<file path="src/rtl/display_scan.sv">
// Three-digit seven-segment scan driver: SHOW/GAP multiplexing with per-frame input latching.
// Optional leading-zero blanking of tens/hundreds is enabled by defining LEADING_ZERO_BLANK_EN.
module display_scan #(
  parameter int DIV = 50000,
  parameter int GAP = 500
) (
  input  logic       clk,
  input  logic       rst,
  input  logic       En,
  input  logic [7:0] Display_U,
  input  logic [7:0] Display_D,
  input  logic [7:0] Display_C,
  output logic [7:0] Seg,
  output logic [2:0] An,
  output logic       Frame_Tick
);

  localparam int MAXC = (DIV > GAP) ? DIV : GAP;
  localparam int CW   = $clog2(MAXC) + 1;
  localparam logic [CW-1:0] DIV_LAST = CW'(DIV - 1);
  localparam logic [CW-1:0] GAP_LAST = CW'(GAP - 1);
  localparam logic [7:0]    GLYPH_0  = 8'b1100_0000;

  typedef enum logic {S_SHOW = 1'b0, S_GAP = 1'b1} state_t;

  state_t          state_q, state_d;
  logic [CW-1:0]   cnt_q, cnt_d;
  logic [1:0]      idx_q, idx_d;
  logic [7:0]      lat_q [3];
  logic [7:0]      lat_d [3];
  logic [7:0]      seg_q, seg_d;
  logic [2:0]      an_q, an_d;
  logic            tick_q, tick_d;
  logic [2:0]      blank_s;
  logic [7:0]      code_s;

  // Slot sequencing; codes are latched only when the scan wraps back to units.
  always_comb begin
    state_d = state_q;
    cnt_d   = cnt_q + CW'(1);
    idx_d   = idx_q;
    lat_d   = lat_q;
    tick_d  = 1'b0;
    case (state_q)
      S_SHOW: begin
        if (cnt_q == DIV_LAST) begin
          state_d = S_GAP;
          cnt_d   = '0;
        end else begin
          state_d = S_SHOW;
        end
      end
      S_GAP: begin
        if (cnt_q == GAP_LAST) begin
          state_d = S_SHOW;
          cnt_d   = '0;
          if (idx_q == 2'd2) begin
            idx_d    = 2'd0;
            lat_d[0] = Display_U;
            lat_d[1] = Display_D;
            lat_d[2] = Display_C;
            tick_d   = 1'b1;
          end else begin
            idx_d = idx_q + 2'd1;
          end
        end else begin
          state_d = S_GAP;
        end
      end
      default: begin
        state_d = S_GAP;
        cnt_d   = '0;
        idx_d   = 2'd2;
      end
    endcase
  end

  // Blanking follows the codes held for the frame, so it is fixed at the latch edge.
  always_comb begin
    blank_s = 3'b000;
`ifdef LEADING_ZERO_BLANK_EN
    blank_s[2] = (lat_d[2] == GLYPH_0);
    blank_s[1] = blank_s[2] && (lat_d[1] == GLYPH_0);
`else
    blank_s = 3'b000;
`endif
  end

  // Output decode from next state so outputs move on the same edge as the transition.
  always_comb begin
    seg_d  = 8'hFF;
    an_d   = 3'b111;
    code_s = 8'hFF;
    case (idx_d)
      2'd0:    code_s = lat_d[0];
      2'd1:    code_s = lat_d[1];
      2'd2:    code_s = lat_d[2];
      default: code_s = 8'hFF;
    endcase
    if (En && (state_d == S_SHOW) && !blank_s[idx_d]) begin
      an_d  = ~(3'b001 << idx_d);
      seg_d = code_s;
    end else begin
      an_d  = 3'b111;
      seg_d = 8'hFF;
    end
  end

  // State and output registers with synchronous reset.
  always_ff @(posedge clk) begin
    if (rst) begin
      state_q <= S_GAP;
      cnt_q   <= '0;
      idx_q   <= 2'd2;
      lat_q[0] <= 8'hFF;
      lat_q[1] <= 8'hFF;
      lat_q[2] <= 8'hFF;
      seg_q   <= 8'hFF;
      an_q    <= 3'b111;
      tick_q  <= 1'b0;
    end else begin
      state_q <= state_d;
      cnt_q   <= cnt_d;
      idx_q   <= idx_d;
      lat_q   <= lat_d;
      seg_q   <= seg_d;
      an_q    <= an_d;
      tick_q  <= tick_d;
    end
  end

  assign Seg        = seg_q;
  assign An         = an_q;
  assign Frame_Tick = tick_q;

endmodule
</file>
<file path="config.mk">
export PLATFORM = sky130hd
export DESIGN_NAME = display_scan
export DESIGN_NICKNAME = d
export VERILOG_FILES = /design/src/rtl/display_scan.sv
export SDC_FILE = /design/constraint.sdc
export NUM_CORES = 1
export LEC_CHECK = 0
export CAP_MARGIN = 5
export CORE_MARGIN = 1.5
export CORE_UTILIZATION = 54
export DETAILED_ROUTE_END_ITERATION = 12
export PLACE_DENSITY = 0.84
export SLEW_MARGIN = 20
export SYNTH_ARGS = -nofsm -noshare
export SYNTH_HDL_FRONTEND = slang
export SYNTH_SLANG_ARGS = --single-unit
</file>
<file path="constraint.sdc">
create_clock -name clk -period 2.77 [get_ports clk]
set_input_delay 0.554 -clock clk [delete_from_list [all_inputs] [get_ports clk]]
set_output_delay 0.554 -clock clk [all_outputs]
set_load 0.05 [all_outputs]
</file>
After elaboration in Yosys (flattened, before gate mapping)
Index checks and enable logic that the tools add are counted.
{"block": "word_totals", "ff_bits": 56, "input_bits": 27, "output_inout_bits": 12, "elab_cells": 45}
{"block": "op_classes", "addsub": 2, "n_lt_le_gt_ge": 1, "eq_ne": 5, "shifts": 1, "muxes": 16, "n_bitwise": 5, "n_reduce_logical": 6}
{"operator": "$mux W24", "n": 3}
{"operator": "$mux W17", "n": 2}
{"operator": "$pmux W17 S2", "n": 1}
{"operator": "$pmux W8 S3", "n": 1}
{"operator": "$add A17 B1 Y17 const B", "n": 1}
{"operator": "$eq A17 B16 Y1 const B", "n": 1}
{"operator": "$eq A17 B9 Y1 const B", "n": 1}
{"operator": "$mux W2", "n": 3}
{"operator": "$eq A2 B2 Y1 const B", "n": 2}
{"operator": "$mux W1", "n": 4}
{"operator": "$not A1 Y1", "n": 4}
{"operator": "$lt A2 B3 Y1 const B", "n": 1}
{"operator": "$not A3 Y3", "n": 1}
{"operator": "$reduce_or A3 Y1", "n": 1}
{"operator": "$shl A1 B2 Y3 const A", "n": 1}
{"operator": "$add A2 B1 Y2 const B", "n": 1}
{"operator": "$bmux W1 S2", "n": 1}
{"operator": "$eq A2 B1 Y1 const B", "n": 1}
{"operator": "$logic_and A1 B1 Y1", "n": 2}
{"operator": "$logic_not A2 Y1", "n": 1}
{"operator": "$pmux W1 S2", "n": 1}
{"operator": "$reduce_or A2 Y1", "n": 1}
{"operator": "$logic_not A1 Y1", "n": 1}

Logic depth before layout (Yosys ltp)
Gate-level depths: netlist of the first run.
{"block": "depth", "ltp_word": 10, "mapped_depth": 9}

Worst setup path after synthesis of the first run
No wires, ideal clock.
{"block": "synth_path", "path_type": "reg-to-reg", "startpoint": "register cnt_q[10]", "endpoint": "register seg_q[3] (netlist: Seg[3])", "setup_time_ps": 140, "t_arrival_ps": 1954, "required_ps": 2630, "slack_ps": 676, "stages_incl_launch_ff": 8, "cell_sequence": "dfxtp_1 -> or4_4 -> nor2_4 -> and4_4 -> buf_12 -> mux2_2 -> a22oi_1 -> o211ai_1"}
{"block": "synth_via", "elab_chain_cells": 9, "elab_cells_between_ends": 21}
{"element": "start: declaration", "line_no": "27", "rtl": "logic [CW-1:0] cnt_q, cnt_d;"}
{"element": "start signal: assignment", "line_no": "123", "rtl": "cnt_q <= cnt_d;"}
{"element": "$eq A17 B9 Y1", "line_no": "54", "rtl": "if (cnt_q == GAP_LAST) begin"}
{"element": "$mux W2", "line_no": "54"}
{"element": "$mux W2", "line_no": "44", "rtl": "case (state_q)"}
{"element": "$bmux W1 S2", "line_no": "100", "rtl": "if (En && (state_d == S_SHOW) && !blank_s[idx_d]) begin"}
{"element": "$mux W1 (not written as such)", "line_no": "100"}
{"element": "$logic_not A1 Y1", "line_no": "100"}
{"element": "$logic_and A1 B1 Y1", "line_no": "100"}
{"element": "$not A1 Y1 (no line)"}
{"element": "$reduce_or A2 Y1 (no line)"}
{"element": "end signal: assignment", "line_no": "126", "rtl": "seg_q <= seg_d;"}
{"element": "end: declaration", "line_no": "31", "rtl": "logic [7:0] seg_q, seg_d;"}
Several ways; a longest one is shown, not always the timed one. The select of a mux whose other input is x is not followed.
A chain may end at the register's enable or synchronous reset.

Worst setup path in the final report of the first run
{"block": "layout_path", "startpoint": "register cnt_q[0]", "endpoint": "register seg_q[2] (netlist: Seg[2])"}
The elaborated chain is that of the path after synthesis.

==> metrics.txt, run 1 <==
outcome complete, no violations; antenna violations before repair 0; Core Footprint between 4000 and 5000 um2; Syn Area/Cell 8.624 um2; GR Util met3 4.144%; hold_buf cts 0; Ys Warns 0; Hold Path Class register to register; Setup crit start kind register; crit end category register; Setup Skew 0.005011 ns; ys flop type dfxtp_1; worst-case reg-to-reg path depth 7; WL final 5883 um; Antenna Cells 0; H-tree levels 2; Tcrit/Tclk final 86.62%; Max-Cap Viols 0; Vias 2228; crit path time final 2.399 ns; Die Y 73.14 um; share of layout cells above drive strength 1 under 10%; critical path required time 2.94 ns; Setup CP Type register to register; fin. max-slew vios 0; P_leak 0.001303 uW; Die X-Extent 73.14 um; Die ar. 5349 um2; Max Buffers Root-to-Sink 2; Cells after Synth 308; CP Cell Sequence ha_1, nand2_1, nor3_1, and4_4, mux2_2, a21oi_1, o2111ai_1; postcts setup bufs 0; largest net degree at the start of global routing 30; Final nets between 300 and 400; Port Buffers 38; Rel. slew slack 51.07%; Worst IR Drop VDD 284.6 uV; Total GRT Usage between 20% and 30%; worst-margin pin slew around 0.73 ns; Global Route met2 Usage between 30% and 40%; clk slew on worst S/H paths ~0.1 ns; Worst EP arrival 2.57 ns; Vias/cell ~5.4; Clock Tree Root clkbuf_8; setup TNS 0 ns; RSZ-0062 raised after global routing false; Worst path slowest cell and4_4; Final Hold Vio Count 0; initial drt markers 235; Cell Area, Synth about 2700 um2; syn_nets 336; vias in the first global route 2043; HPWL Detailed 4009 um; TritonCTS clock tree done; residual overflow from global routing 0; WHS 0.4796 ns; M1 GR Usage 33.59%; CP peak stage delay 0.52 ns; final setup violating endpoints 0; CTS resizes 0; first-pass GRT wire length between 9000 and 10000 um; Seq/Total Area, Yosys 42.20%; pwr/cell area 427.7 nW/um2; grt peak-use layer met2; Clock Latency Late Sink approximately 0.31 ns; Top-Level Pins 39; total CTS buffers 5; Residual DRC 0; Avg WL per Cell 14.35 um; library cells used by synthesis between 40 and 50; WHS Path Cells 1; #FFs+latches synth 56; ANT nets after route 0; FFs w/ async S/R, synth 0%; count of flip-flops with a built-in enable after synthesis 0; area delta synth->final 19.22%; Max Clock Freq 416.8 MHz; drt pass-1 iters 4; Initial Util 56.24%; Site Rows 25; CP Max Fanout 21; placer congestion estimate approximately 0.83; clk sink count 56
per-layer routing:
metal	wire, um	vias up
met1	2850	1019
li1	-	1124
met2	2562	75
met4	103	0
met3	366	10
met5	0	-
layout by cell type, fill, tap and decap left out, types with 3 or more instances in the layout:
master,count
nand2_1,65
dfxtp_1,56
clkdlybuf4s50_1,38
nor2_1,33
nand3b_1,22
mux2_2,12
mux2i_1,12
nand3_1,11
xnor2_1,8
and3_1,7
a21oi_1,7
xor2_1,7
clkbuf_8,6
buf_4,6
nor3_1,5
nand4_1,4
inv_1,4
o2111ai_1,4
nor3b_1,3
nand2b_1,3
a211o_1,3
registers in the layout, summed over array words and instances (netlist names):
signal      count
lat_q          24
cnt_q          17
Seg             8
An              3
idx_q           2
Frame_Tick      1
state_q         1
metrics by stage:
step	cell area (um2)	utilization (%)	setup WS, ns	instances	power [uW]
floorplan	2656	-	0.6755	308	853.1
global placement	3070	65.01	0.5366	402	896.1
detailed placement	3070	65.01	0.3881	402	896.6
CTS	3167	67.05	0.3813	410	1358
global route	3167	67.05	0.1077	410	1390
finish	3167	67.05	0.3707	410	1354
final timing paths:
path | to | slack [ns] | from
setup / recovery | Seg[2]$_SDFF_PP1_ | 0.37 | cnt_q[0]$_SDFF_PP0_
hold / removal | cnt_q[0]$_SDFF_PP0_ | 0.48 | cnt_q[0]$_SDFF_PP0_
setup reg to reg | Seg[2]$_SDFF_PP1_ | 0.37 | cnt_q[0]$_SDFF_PP0_
hold reg to reg | cnt_q[0]$_SDFF_PP0_ | 0.48 | cnt_q[0]$_SDFF_PP0_
cells by family after synthesis:
logic type | Yosys count | synth area share, %
adder cells (fa/ha/maj) | 1 | 0.4710
AO/OA/AOI/OAI | 27 | 7.160
XOR/XNOR | 15 | 4.946
flip-flops | 56 | 42.20
AND/OR/NAND/NOR | 164 | 31.46
multiplexers | 24 | 9.609
buffers and inverters | 21 | 4.145
cell usage after synthesis, drive strengths merged (3+ instances only):
library cell,number,area [um2]
nand2,65,244.0
dfxtp,56,1121
nor2,34,135.1
nand3b,22,165.2
mux2,12,135.1
mux2i,12,120.1
clkbuf,11,41.29
nand3,11,55.05
xnor2,8,70.07
a21oi,7,35.03
and3,7,43.79
xor2,7,61.31
buf,6,53.80
nand4,5,46.29
nor3,5,25.02
inv,4,15.01
o2111ai,4,35.03
a211o,3,26.28
nand2b,3,18.77
nor3b,3,22.52
o21ai,3,18.77
worst max-delay path: cells and delay by family (launching register included):
| kind | cells | cell delay [ns] |
|---|---|---|
| muxes | 1 | 0.37 |
| and+or+nand+nor | 3 | 0.99 |
| DFF | 1 | 0.38 |
| adders and majority gates | 1 | 0.25 |
| AOI/OAI and AO/OA | 2 | 0.26 |
area by class of cell:
class | instances | area (um2)
clock buffer | 6 | 82.58
clock inverter | 2 | 13.76
fill | 386 | 1556
inverter | 4 | 15.01
multi-input combinational | 231 | 1425
sequential | 56 | 1121
tap | 67 | 83.83
timing repair buffer | 44 | 425.4
power breakdown:
group	total (uW)	switching, uW	internal, uW
logic	66.5	22.2	44.3
registers	812	4.07	808
clock network	476	270	205
total	1350	297	1060
No activity file was read; power rests on OpenSTA's default activity.
==> run 2: changes to the inputs <==
--- a/config.mk
+++ b/config.mk
@@ -11,2 +11,3 @@
 export DETAILED_ROUTE_END_ITERATION = 12
+export GPL_ROUTABILITY_DRIVEN = 1
 export PLACE_DENSITY = 0.84
--- a/constraint.sdc
+++ b/constraint.sdc
@@ -3,2 +3,2 @@
 set_output_delay 0.554 -clock clk [all_outputs]
-set_load 0.05 [all_outputs]
+set_load 0.005 [all_outputs]
==> results of run 2 <==
Final layout, timing and power as in run 1 (identical DEF).
==> run 3: changes to the inputs <==
- SETUP_SLACK_MARGIN: unset -> 0.3
- SKIP_LAST_GASP: unset -> 1
==> metrics.txt, run 3 (synthesis results as in run 1) <==
Max Clock Freq 440.8 MHz (was 416.8 MHz); Top-Level Pins 39 (unchanged); Total GRT Usage 23.40% (unchanged); Reg with most FFs lat_q (unchanged); critical path required time 2.94 ns (about the same); setup TNS 0 ns (unchanged); share of layout cells above drive strength 1 10.76% (was 9.913%); FF-to-FF Start cnt_q[10]$_SDFF_PP0_ (was cnt_q[0]$_SDFF_PP0_); P_leak 0.001311 uW (was 0.001303 uW); crit end category register (unchanged); Core Footprint 4723 um2 (unchanged); Max-Cap Viols 0 (unchanged); worst-margin pin slew 0.7246 ns (was 0.7330 ns); most common cell after layout, fill and taps aside nand2_1 (unchanged); crit path time final 2.269 ns (was 2.399 ns); Rel. slew slack 51.63% (was 51.07%); WHS 0.4801 ns (was 0.4796 ns); Port Buffers 38 (unchanged); CP Max Fanout 11 (was 21); placer congestion estimate 0.8345 (unchanged); Setup CP Type register to register (unchanged); total CTS buffers 5 (unchanged); Die ar. 5349 um2 (unchanged); Vias 2258 (was 2228); vias in the first global route 2043 (unchanged); RR Endpoint Seg[2]$_SDFF_PP1_ (unchanged); WL final 6029 um (was 5883 um); Max Buffers Root-to-Sink 2 (unchanged); max reg flops 24 (unchanged); CP Cell Sequence or4_4, nor2_4, and4_4, mux2_2, a21oi_1, o2111ai_1 (was ha_1, nand2_1, nor3_1, and4_4, mux2_2, a21oi_1, o2111ai_1); Die Y 73.14 um (unchanged); final core occ 67.42% (was 67.05%); final setup violating endpoints 0 (unchanged); clk sink count 56 (unchanged); WP buf/inv 0 (unchanged); clk slew on worst S/H paths 0.10 ns (about the same); Initial Util 56.24% (unchanged); ANT nets after route 0 (unchanged); residual overflow from global routing 0 (unchanged); Hold EP cnt_q[0]$_SDFF_PP0_ (unchanged); Tcrit/Tclk final 81.90% (was 86.62%); Site Rows 25 (unchanged); Worst path slowest cell or4_4 (was and4_4); delay-heaviest family, CP simple AND/OR/NAND/NOR gates (unchanged); RSZ-0062 raised after global routing false (unchanged); TritonCTS clock tree done (unchanged); post-route worst setup slack 0.5013 ns (was 0.3707 ns); Avg WL per Cell 14.67 um (was 14.35 um); drt pass-1 iters 4 (unchanged); H-tree levels 2 (unchanged); Worst EP arrival 2.44 ns (was 2.57 ns); Residual DRC 0 (unchanged); initial drt markers 333 (was 235); largest net degree at the start of global routing 30 (unchanged); HPWL Detailed 4009 um (unchanged); worst-case reg-to-reg path depth 6 (was 7); Final nets 371 (was 370); Die X-Extent 73.14 um (unchanged); commonest non-fill, non-tap cells in the layout nand2_1 (65), dfxtp_1 (56), clkdlybuf4s50_1 (38), nor2_1 (32), nand3b_1 (22) (was nand2_1 (65), dfxtp_1 (56), clkdlybuf4s50_1 (38), nor2_1 (33), nand3b_1 (22)); Antenna Cells 0 (unchanged); pwr/cell area 426.4 nW/um2 (was 427.7 nW/um2); outcome complete, no violations (unchanged); area delta synth->final 19.88% (was 19.22%); Final Hold Vio Count 0 (unchanged); Place WS 0.3881 ns (unchanged); Setup Skew 0.008509 ns (was 0.005011 ns); Hold Path Class register to register (unchanged); Clock Tree Root clkbuf_8 (unchanged); Clock Latency Late Sink 0.31 ns (about the same); fin. max-slew vios 0 (unchanged); postcts setup bufs 0 (unchanged); antenna violations before repair 0 (unchanged); WHS Path Cells 1 (unchanged); Vias/cell 5.494 (was 5.434); CP peak stage delay 0.56 ns (was 0.52 ns); R2R Setup Slk 0.50 ns (was 0.37 ns); Hold Crit Start cnt_q[0]$_SDFF_PP0_ (unchanged); first-pass GRT wire length 9646 um (unchanged); Setup crit start kind register (unchanged); Worst IR Drop VDD 287.6 uV (was 284.6 uV)
run 3: cell count changes in the layout (fill, tap and decap cells not counted):
cell,delta
nor2_2,+1
nor2_1,-1
nor3_2,+1
nor3_1,-1
and4_2,+1
run 3: layout make-up:
| class | instances | area (um2) |
|---|---|---|
| repair buffers | 44 | 425.4 |
| inverters | 4 | 15.01 |
| fillers | 384 | 1539 |
| well taps | 67 | 83.83 |
| multi-input cells | 232 | 1443 |
| flip-flops and latches | 56 | 1121 |
| clock inverters | 2 | 13.76 |
| clock buffers | 6 | 82.58 |
run 3: worst reg2reg max path, delay by kind of cell, from the launching register on:
kind            cells  cell delay [ns]
flops               1             0.36
compound gates      2             0.26
simple gates        3             1.15
mux                 1             0.36
run 3: how the worst max path moves through the flow:
| stage | startpoint | cells past startpoint | endpoint | slack (ns) |
|---|---|---|---|---|
| 2_1_floorplan | cnt_q[10]$_SDFF_PP0_ | 7 | Seg[3]$_SDFF_PP1_ | 0.68 |
| 3_3_place_gp | cnt_q[0]$_SDFF_PP0_ | 7 | Seg[2]$_SDFF_PP1_ | 0.54 |
| 3_5_place_dp | cnt_q[0]$_SDFF_PP0_ | 7 | Seg[2]$_SDFF_PP1_ | 0.39 |
| 4_1_cts | cnt_q[0]$_SDFF_PP0_ | 7 | Seg[2]$_SDFF_PP1_ | 0.38 |
| 5_1_grt | cnt_q[10]$_SDFF_PP0_ | 6 | Seg[6]$_SDFF_PP1_ | 0.36 |
| 6_report | cnt_q[10]$_SDFF_PP0_ | 6 | Seg[2]$_SDFF_PP1_ | 0.50 |
run 3: per-layer routing:
layer / vias to the layer above / routed length, um / global-route usage (%)
met5: - / 0 / 0
met1: 1047 / 2922 / 33.59
met3: 9 / 310 / 4.144
met2: 75 / 2711 / 35.05
li1: 1127 / - / -
met4: 0 / 85 / 8.595
run 3: where the power goes:
| part | switching [uW] | leakage, uW | internal (uW) | total (uW) |
|---|---|---|---|---|
| Clock | 273 | 0.0000516 | 205 | 478 |
| Sequential | 4.10 | 0.000453 | 808 | 812 |
| Combinational | 22.7 | 0.000807 | 44.3 | 67.0 |
run 3: through the flow:
stage / instances / total power [uW] / instance area [um2]
after floorplan: 308 / 853.1 / 2656
after global placement: 402 / 896.1 / 3070
after detailed placement: 402 / 896.6 / 3070
after CTS: 410 / 1358 / 3167
after global routing: 411 / 1390 / 3184
final: 411 / 1358 / 3184
run 3: repair_timing:
item	4_1_cts	5_1_grt
setup endpoints to repair	0	9
gates resized for setup	0	2
hold buffers	0	0
